===== config.mk =====
export PLATFORM = sky130hd
export DESIGN_NAME = instruction_fetch
export DESIGN_NICKNAME = d
export VERILOG_FILES = /design/src/rtl/instruction_fetch.sv
export SDC_FILE = /design/constraint.sdc
export NUM_CORES = 1
export LEC_CHECK = 0
export CAP_MARGIN = 20
export CORE_MARGIN = 3
export CORE_UTILIZATION = 30
export CTS_CLUSTER_SIZE = 20
export DETAILED_ROUTE_END_ITERATION = 6
export SETUP_SLACK_MARGIN = 0.02
export SKIP_LAST_GASP = 1
export SYNTH_ARGS = -nofsm -noshare
export SYNTH_HDL_FRONTEND = slang
export SYNTH_SLANG_ARGS = --single-unit

===== constraint.sdc =====
create_clock -name clk -period 1.7 [get_ports clk]
set_clock_uncertainty 0.15 [all_clocks]
set_input_delay 0.34 -clock clk [delete_from_list [all_inputs] [get_ports clk]]
set_output_delay 0.34 -clock clk [all_outputs]
set_load 0.05 [all_outputs]

===== src/rtl/instruction_fetch.sv =====
// rtl/instruction_fetch.sv - 8085-style opcode-fetch / memory-read bus-cycle sequencer
module instruction_fetch #(
  parameter int MAX_WAIT = 15
) (
  input  logic        clk,
  input  logic        rst,
  input  logic        req,
  input  logic [1:0]  req_type,
  input  logic [15:0] pc_addr,
  input  logic [7:0]  data_in,
  input  logic        ready,
  output logic [15:0] addr_out,
  output logic        ale,
  output logic        rd_n,
  output logic [1:0]  status,
  output logic        pc_inc,
  output logic        busy,
  output logic [7:0]  ir,
  output logic [7:0]  opnd_lo,
  output logic [7:0]  opnd_hi,
  output logic        done,
  output logic        err
);

  typedef enum logic [2:0] {
    S_IDLE = 3'd0,
    S_T1   = 3'd1,
    S_T2   = 3'd2,
    S_TW   = 3'd3,
    S_T3   = 3'd4,
    S_T4   = 3'd5
  } state_t;

  // Latched cycle type; 2'b11 is folded into operand-low when it is captured.
  localparam logic [1:0] CT_OPCODE  = 2'b00;
  localparam logic [1:0] CT_OPND_LO = 2'b01;
  localparam logic [1:0] CT_OPND_HI = 2'b10;

  localparam logic [1:0] ST_IDLE   = 2'b00;
  localparam logic [1:0] ST_OPCODE = 2'b11;
  localparam logic [1:0] ST_MEMRD  = 2'b10;

  localparam logic [7:0] MAX_WAIT_C = 8'(MAX_WAIT);

  state_t      state_q, state_d;
  logic [1:0]  type_q, type_d;
  logic [15:0] addr_q, addr_d;
  logic [7:0]  wait_q, wait_d;
  logic [7:0]  ir_q, ir_d;
  logic [7:0]  lo_q, lo_d;
  logic [7:0]  hi_q, hi_d;
  logic        done_q, done_d;
  logic        err_q, err_d;

  // State and datapath registers; reset clears everything immediately, so a
  // cycle interrupted in T3 never reaches its load edge.
  always_ff @(posedge clk or negedge rst) begin
    if (!rst) begin
      state_q <= S_IDLE;
      type_q  <= CT_OPCODE;
      addr_q  <= 16'h0000;
      wait_q  <= 8'h00;
      ir_q    <= 8'h00;
      lo_q    <= 8'h00;
      hi_q    <= 8'h00;
      done_q  <= 1'b0;
      err_q   <= 1'b0;
    end else begin
      state_q <= state_d;
      type_q  <= type_d;
      addr_q  <= addr_d;
      wait_q  <= wait_d;
      ir_q    <= ir_d;
      lo_q    <= lo_d;
      hi_q    <= hi_d;
      done_q  <= done_d;
      err_q   <= err_d;
    end
  end

  // Next-state sequencing, wait counting, address capture and byte steering.
  always_comb begin
    state_d = state_q;
    type_d  = type_q;
    addr_d  = addr_q;
    wait_d  = wait_q;
    ir_d    = ir_q;
    lo_d    = lo_q;
    hi_d    = hi_q;
    done_d  = 1'b0;
    err_d   = 1'b0;

    case (state_q)
      S_IDLE: begin
        if (req) begin
          state_d = S_T1;
          type_d  = (req_type == 2'b11) ? CT_OPND_LO : req_type;
          addr_d  = pc_addr;
        end
      end

      S_T1: begin
        state_d = S_T2;
      end

      S_T2: begin
        if (ready) begin
          state_d = S_T3;
        end else begin
          state_d = S_TW;
          wait_d  = 8'd1;
        end
      end

      S_TW: begin
        if (ready) begin
          state_d = S_T3;
        end else if (wait_q == MAX_WAIT_C) begin
          // Memory never answered: abandon the cycle without touching the PC
          // or any destination register.
          state_d = S_IDLE;
          done_d  = 1'b1;
          err_d   = 1'b1;
        end else begin
          wait_d = wait_q + 8'd1;
        end
      end

      S_T3: begin
        case (type_q)
          CT_OPCODE:  ir_d = data_in;
          CT_OPND_HI: hi_d = data_in;
          default:    lo_d = data_in;
        endcase
        if (type_q == CT_OPCODE) begin
          state_d = S_T4;
        end else begin
          state_d = S_IDLE;
          done_d  = 1'b1;
        end
      end

      S_T4: begin
        state_d = S_IDLE;
        done_d  = 1'b1;
      end

      default: begin
        state_d = S_IDLE;
      end
    endcase
  end

  // Bus strobes and status decoded straight from the current T-state.
  always_comb begin
    ale    = (state_q == S_T1);
    rd_n   = !((state_q == S_T2) || (state_q == S_TW) || (state_q == S_T3));
    pc_inc = (state_q == S_T3);
    busy   = (state_q != S_IDLE);
    if (state_q == S_IDLE) begin
      status = ST_IDLE;
    end else if (type_q == CT_OPCODE) begin
      status = ST_OPCODE;
    end else begin
      status = ST_MEMRD;
    end
  end

  assign addr_out = addr_q;
  assign ir       = ir_q;
  assign opnd_lo  = lo_q;
  assign opnd_hi  = hi_q;
  assign done     = done_q;
  assign err      = err_q;

endmodule


==> metrics.md, run 1 <==
| Metric | Value |
|---|---|
| Reg-to-reg critical path endpoint | wait_q[0] |
| Total area of sequential cells | 1380 sq um |
| Area share of the largest cell type after synthesis | between 50 and 60% |
| Endpoints failing hold | 0 |
| Category of the worst setup path capture point | output port |
| Top FF cell, synth | sky130_fd_sc_hd__dfrtp_1 |
| Initial standard-cell utilization of the core | between 30% and 40% |
| Average cell area after synthesis | approximately 14 sq um |
| Top cell types by occurrence after synthesis | sky130_fd_sc_hd__dfrtp_1, sky130_fd_sc_hd__mux2_2, sky130_fd_sc_hd__nand2_1 |
| Maximum number of pins on one net before global-route repair | 25 |
| Data required time of the critical path | 1.21 ns |
| Crit path max-delay cell type | sky130_fd_sc_hd__dfrtp_2 |
| H-tree levels | 2 |
| Count of unresolved DRC violations after routing | 0 |
| Root cell of the clock tree | sky130_fd_sc_hd__clkbuf_8 |
| Syn Nets | roughly 200 |
| Area occupied by multi-input gates | slightly above 1000 sq um |
| Run status | finished, violations left |
| R2r worst-path depth | 6 |
| Final core occ | between 50 and 60% |
| Largest stage delay on the critical path | ~0.47 ns |
| Maximum root-to-sink buffer count | 2 |
| Worst Path Max Fanout | 5 |
| Initial drt markers | 67 |
| Post-layout minimum cycle time | ~1.8 ns |
| Synth Cell Area | around 2400 sq um |
| Number of top-level pins | between 70 and 80 |
| Placeable core region | about 7400 sq um |
| First drt pass iteration count | 4 |
| Post-synthesis sequential element count | 55 |
| Number of global-route vias before repair | 1846 |
| Die W | about 95 um |
| Share of post-route cells with drive strength above 1 | between 50% and 60% |
| First-pass GRT wire length | between 9 and 10 mm |
| Crit path DAT | roughly 1.4 ns |
| Worst path cell trace | nor3b_4 -> buf_6 -> buf_6 -> buf_12 |
| Most prevalent standard cell on the critical path | sky130_fd_sc_hd__buf_6 |
| Launching element of the worst setup path | state_q[1] |
| Capturing element of the worst setup path | pc_inc |
| Worst Setup Slack post-DPL | -0.256 ns |
| CTS tree | yes |
| Largest vdd supply drop | ~1.1 mV |
| Synth-to-layout area growth | 76.2% |
| Max_slew headroom | 71.1% |
| Achievable Freq | approximately 540 MHz |
| Most common cell in the synthesized netlist | sky130_fd_sc_hd__dfrtp_1 |
| Routability cong. | between 0.8 and 0.9 |
| Fill cell total of the finished layout | between 600 and 700 |
| Final ANT Viol Nets | 0 |
| GR Util All Layers | about an eighth |
| FF-to-FF setup slack | -0.14 ns |
| Average routed wire per standard cell | 14.8 um |
| Post-detailed-route via-to-cell ratio | ~4.7 |
| Clock-pin slew of the registers on the worst-case setup and hold paths | 0.09 ns |
| HPWL reported at the end of detailed placement | approximately 4 mm |
| Violated checks | setup timing |
| Worst skew pair latency | 0.30 ns |
| Leakage dissipation | 1.80 nW |
| Via Count | 1740 |
| Gate count of the mapped netlist | approximately 170 |
| Cell row count | 31 |
| Count of inserted antenna diode cells | 0 |
| Final nets | between 300 and 400 |
| Unique cell type count in the Yosys netlist | 37 |
| Actual transition at the worst max-transition pin | 0.433 ns |
| Antenna violations before repair | 0 |
| Congestion Overflow GR | 0 |
| Overall power after layout | ~9.7 mW |
| Number of warnings reported in the yosys synthesis log | 0 |
| Max Cap Viol | 0 |
| Critical path class | reg -> out |
| RSZ-0062 raised after global routing | true |
| Ranking of synthesized cells by area | sky130_fd_sc_hd__dfrtp_1, sky130_fd_sc_hd__mux2_2, sky130_fd_sc_hd__nand2_1 |
| Power Density | between 2000 and 2500 nW/um^2 |
| Nature of the critical path startpoint | register |
| Worst Hold Class | in -> async |
| Clock sink total | 55 |
| Final setup margin | -0.145 ns |
| Max-slew violation total from the final report | 0 |
| Number of buffers added by the clock tree synthesis step | 5 |
| Post-synth EDFFs | 0 |
| Number of failing setup endpoints in the final timing report | 14 |
| IO buf count | 77 |
| Fraction of synthesis flops using an asynchronous set or reset pin | between 90% and 100% |
| Part of the Yosys area used for sequential elements | approximately three fifths |
| Most area-hungry cell type in the Yosys netlist | sky130_fd_sc_hd__dfrtp_1 |
| Wire length reported by the detailed router | around 5.5 mm |
| Critical register-to-register path startpoint | state_q[0] |
| Post-route fraction of the period consumed by the critical path | 109% |
| Die extent in y | between 90 and 100 um |
| Overall die area | 8970 sq um |
==> sequential cells by signal, summed over array words and instances (netlist names) <==
register  flops
state_q       3
opnd_hi       8
addr_out     16
type_q        2
done          1
err           1
wait_q        8
ir            8
opnd_lo       8
==> power breakdown <==
part           internal, mW  switching [mW]  total, mW
registers              1.90           0.644       2.55
logic                  3.13            3.02       6.15
clock network         0.589           0.416       1.01
==> cell usage in the layout (no fill, tap or decap), types with 3 or more instances in the layout <==
master and count:
sky130_fd_sc_hd__nand2_1 11, sky130_fd_sc_hd__inv_1 3, sky130_fd_sc_hd__clkbuf_8 5, sky130_fd_sc_hd__clkdlybuf4s50_1 28, sky130_fd_sc_hd__nor2_1 5, sky130_fd_sc_hd__dfrtp_1 52, sky130_fd_sc_hd__buf_12 48, sky130_fd_sc_hd__dfrtp_2 3
sky130_fd_sc_hd__buf_6 8, sky130_fd_sc_hd__mux2_2 41, sky130_fd_sc_hd__nor2b_1 3, sky130_fd_sc_hd__buf_4 18
==> worst min-delay path by stage <==
stage                     start      endpoint  slack [ns]  depth (start not counted)
final                       rst  addr_out[14]        0.36                          2
after global routing        rst   addr_out[5]        0.40                          2
after CTS                   rst   addr_out[5]        0.35                          2
after detailed placement    rst  addr_out[14]        0.16                          1
after global placement      rst  addr_out[14]        0.16                          1
after floorplan             rst   addr_out[0]       -0.11                          0
==> cell type report <==
class	count	area share, %
Clock buffer	6	1.74
Clock inverter	2	1.44
Inverter	4	0.361
Multi-Input combinational cell	102	24.7
Sequential cell	55	33.2
Tap cell	99	2.98
Timing Repair Buffer	104	35.6
==> routing by layer <==
metal / global-route usage [%] / vias to the layer above / wire (um)
li1: - / 809 / -
met1: 15.8 / 858 / 2170
met2: 21.7 / 65 / 2790
met3: 4.06 / 8 / 455
met4: 5.41 / 0 / 94
met5: 0 / - / 0
==> kinds of logic after synthesis <==
family,share of synthesized area (%)
flip-flops,58.3
multiplexers,21.3
AND/OR/NAND/NOR,10.3
AO/OA/AOI/OAI,5.30
buffers and inverters,4.24
adder cells (fa/ha/maj),0.530
==> repair_timing <==
item / in CTS / in global routing
pin swaps: 2 / 2
hold buffers: 1 / 0
resized for setup: 21 / 14
setup endpoints to repair: 44 / 51
buffers inserted: 8 / 1
gates cloned: 0 / 0
hold endpoints to repair: 15 / 0
==> worst max-delay path, delay by kind of cell (launching register included) <==
kind                   cells  cell delay [ns]
DFF                        1             0.47
buffers and inverters      3             0.36
and+or+nand+nor            1             0.23
==> through the flow <==
stage	setup TNS, ns	hold WS (ns)	instance area (sq um)	std cells
after floorplan	-9.81	-0.106	2390	171
after global placement	-3.78	0.165	3800	355
after detailed placement	-3.99	0.160	3800	355
after CTS	-1.28	0.348	4090	372
after global routing	-2.50	0.397	4160	372
final	-1.41	0.362	4160	372
No activity file was read; power rests on OpenSTA's default activity.
==> inputs of run 2 (changes only) <==
- CAP_MARGIN: 20 -> default
- RECOVER_POWER: default -> 25
==> metrics.md, run 2 (synthesis results as in run 1) <==
| Metric | Value |
|---|---|
| Run status | finished, violations left |
| Violated checks | setup timing |
| First-pass GRT wire length | 9.09 mm |
| Clock-pin slew of the registers on the worst-case setup and hold paths | roughly 0.10 ns |
| Cell row count | 31 |
| Worst path cell trace | nor3b_4 -> buf_6 -> buf_6 -> buf_12 |
| Post-layout minimum cycle time | around 1.8 ns |
| Largest vdd supply drop | between 1 and 1.5 mV |
| Synth-to-layout area growth | 75.5% |
| Average routed wire per standard cell | 14.8 um |
| Clock sink total | 55 |
| Die W | 94.7 um |
| Crit path DAT | around 1.4 ns |
| Wire length reported by the detailed router | roughly 5.5 mm |
| Antenna violations before repair | 0 |
| Max-slew violation total from the final report | 0 |
| Nature of the critical path startpoint | register |
| Number of failing setup endpoints in the final timing report | 14 |
| RSZ-0062 raised after global routing | true |
| Post-route insts no fill | ~370 |
| Endpoints failing hold | 0 |
| Category of the worst setup path capture point | output port |
| Worst Hold Class | in -> async |
| CTS tree | yes |
| Commonest non-fill, non-tap cells in the layout | sky130_fd_sc_hd__dfrtp_1, sky130_fd_sc_hd__buf_12, sky130_fd_sc_hd__mux2_2, sky130_fd_sc_hd__clkdlybuf4s50_1, sky130_fd_sc_hd__buf_4 |
| Most prevalent standard cell on the critical path | sky130_fd_sc_hd__buf_6 |
| Critical path class | reg -> out |
| Power Density | around 2300 nW/um^2 |
| Final setup margin | -0.145 ns |
| Via Count | around 1.7k |
| Actual transition at the worst max-transition pin | 0.444 ns |
| Worst Path Max Fanout | 5 |
| Crit path max-delay cell type | sky130_fd_sc_hd__dfrtp_2 |
| Overall die area | around 9000 sq um |
| Maximum root-to-sink buffer count | 2 |
| Cell Count Post-Placement | roughly 360 |
| Post-detailed-placement cell area | between 3000 and 4000 sq um |
| Die extent in y | 94.7 um |
| Leading cell type in the layout, fill and taps excluded | sky130_fd_sc_hd__dfrtp_1 |
| Count of inserted antenna diode cells | 0 |
| Max FFs per register | 16 |
| Achievable Freq | 542 MHz |
| IO buf count | 77 |
| Count of unresolved DRC violations after routing | 0 |
| Root cell of the clock tree | sky130_fd_sc_hd__clkbuf_8 |
| Worst skew pair latency | ~0.30 ns |
| Max Cap Viol | 0 |
| Buffers plus inverters on the worst setup path | 3 |
| Placeable core region | 7450 sq um |
| Data required time of the critical path | between 1 and 1.5 ns |
| Final std cell area, no fill | 4150 sq um |
| Gate family responsible for the most delay along the worst path | flip-flops |
| Number of global-route vias before repair | between 1.5k and 2k |
| Routability cong. | between 0.8 and 0.9 |
| Number of top-level pins | a little under 80 |
| Share of post-route cells with drive strength above 1 | between 50% and 60% |
| Final ANT Viol Nets | 0 |
| Final nets | 303 |
| Initial drt markers | 61 |
| Post-route fraction of the period consumed by the critical path | 109% |
| First drt pass iteration count | 4 |
| Max_slew headroom | roughly 70% |
| HPWL reported at the end of detailed placement | 4.05 mm |
| Maximum number of pins on one net before global-route repair | 25 |
| Post-detailed-route via-to-cell ratio | ~4.7 |
| GR Util All Layers | about an eighth |
| Initial standard-cell utilization of the core | between 30% and 40% |
| H-tree levels | 2 |
| Number of buffers added by the clock tree synthesis step | 5 |
| Congestion Overflow GR | 0 |
| Leakage dissipation | about 1.8 nW |
| Largest stage delay on the critical path | around 0.47 ns |
[run 2: cell types whose count changed in the layout (fill, tap and decap cells not counted)]
| cell | before | now |
|---|---|---|
| sky130_fd_sc_hd__clkbuf_2 | 0 | 2 |
| sky130_fd_sc_hd__buf_12 | 48 | 47 |
| sky130_fd_sc_hd__buf_2 | 1 | 0 |
[run 2: path summary, 6_finish.rpt]
path / to / cells after the start / slack [ns] / start
hold / removal: addr_out[5] / 2 / 0.36 / rst
hold reg to reg: wait_q[1] / 2 / 0.42 / wait_q[1]
setup reg to reg: wait_q[0] / 6 / -0.14 / state_q[0]
min in group clk: wait_q[1] / 2 / 0.42 / wait_q[1]
max in group asynchronous: type_q[1] / 3 / 0.30 / rst
setup / recovery: pc_inc / 4 / -0.14 / state_q[1]
[run 2: layout make-up]
class | count | area (sq um)
repair buffers | 104 | 1470
inverters | 4 | 15.0
clock buffers | 6 | 72.6
fillers | 641 | 3300
flip-flops and latches | 55 | 1380
multi-input cells | 102 | 1030
clock inverters | 2 | 60.1
well taps | 99 | 124
[run 2: metal layers]
| layer | GRT usage [%] | vias to the layer above | wire (um) |
|---|---|---|---|
| met5 | 0 | - | 0 |
| met4 | 5.41 | 0 | 94 |
| met3 | 4.06 | 8 | 455 |
| met2 | 21.7 | 65 | 2800 |
| met1 | 15.8 | 860 | 2160 |
| li1 | - | 809 | - |
[run 2: power breakdown]
group	leakage (nW)	switching (mW)	internal, mW
Sequential	0.663	0.644	1.90
Clock	0.0654	0.416	0.589
Combinational	1.07	3.02	3.13
[run 2: metrics by stage]
| stage | setup WS (ns) | utilization (%) | power [mW] | setup TNS [ns] | hold slack [ns] |
|---|---|---|---|---|---|
| global route | -0.206 | 55.7 | 10.2 | -2.50 | 0.403 |
| detailed placement | -0.256 | 51.0 | 8.42 | -3.99 | 0.160 |
| CTS | -0.144 | 55.0 | 9.75 | -1.28 | 0.348 |
| floorplan | -0.360 | - | 5.43 | -9.81 | -0.106 |
| finish | -0.145 | 55.7 | 9.70 | -1.41 | 0.364 |
| global placement | -0.227 | 51.0 | 8.34 | -3.78 | 0.165 |
[run 2: repair_timing]
action | CTS | global route
setup buffers | 8 | 1
pin swaps | 2 | 2
endpoints found under the setup margin | 44 | 51
endpoints found under the hold margin | 15 | 0
resized for setup | 21 | 14
hold buffers | 1 | 0
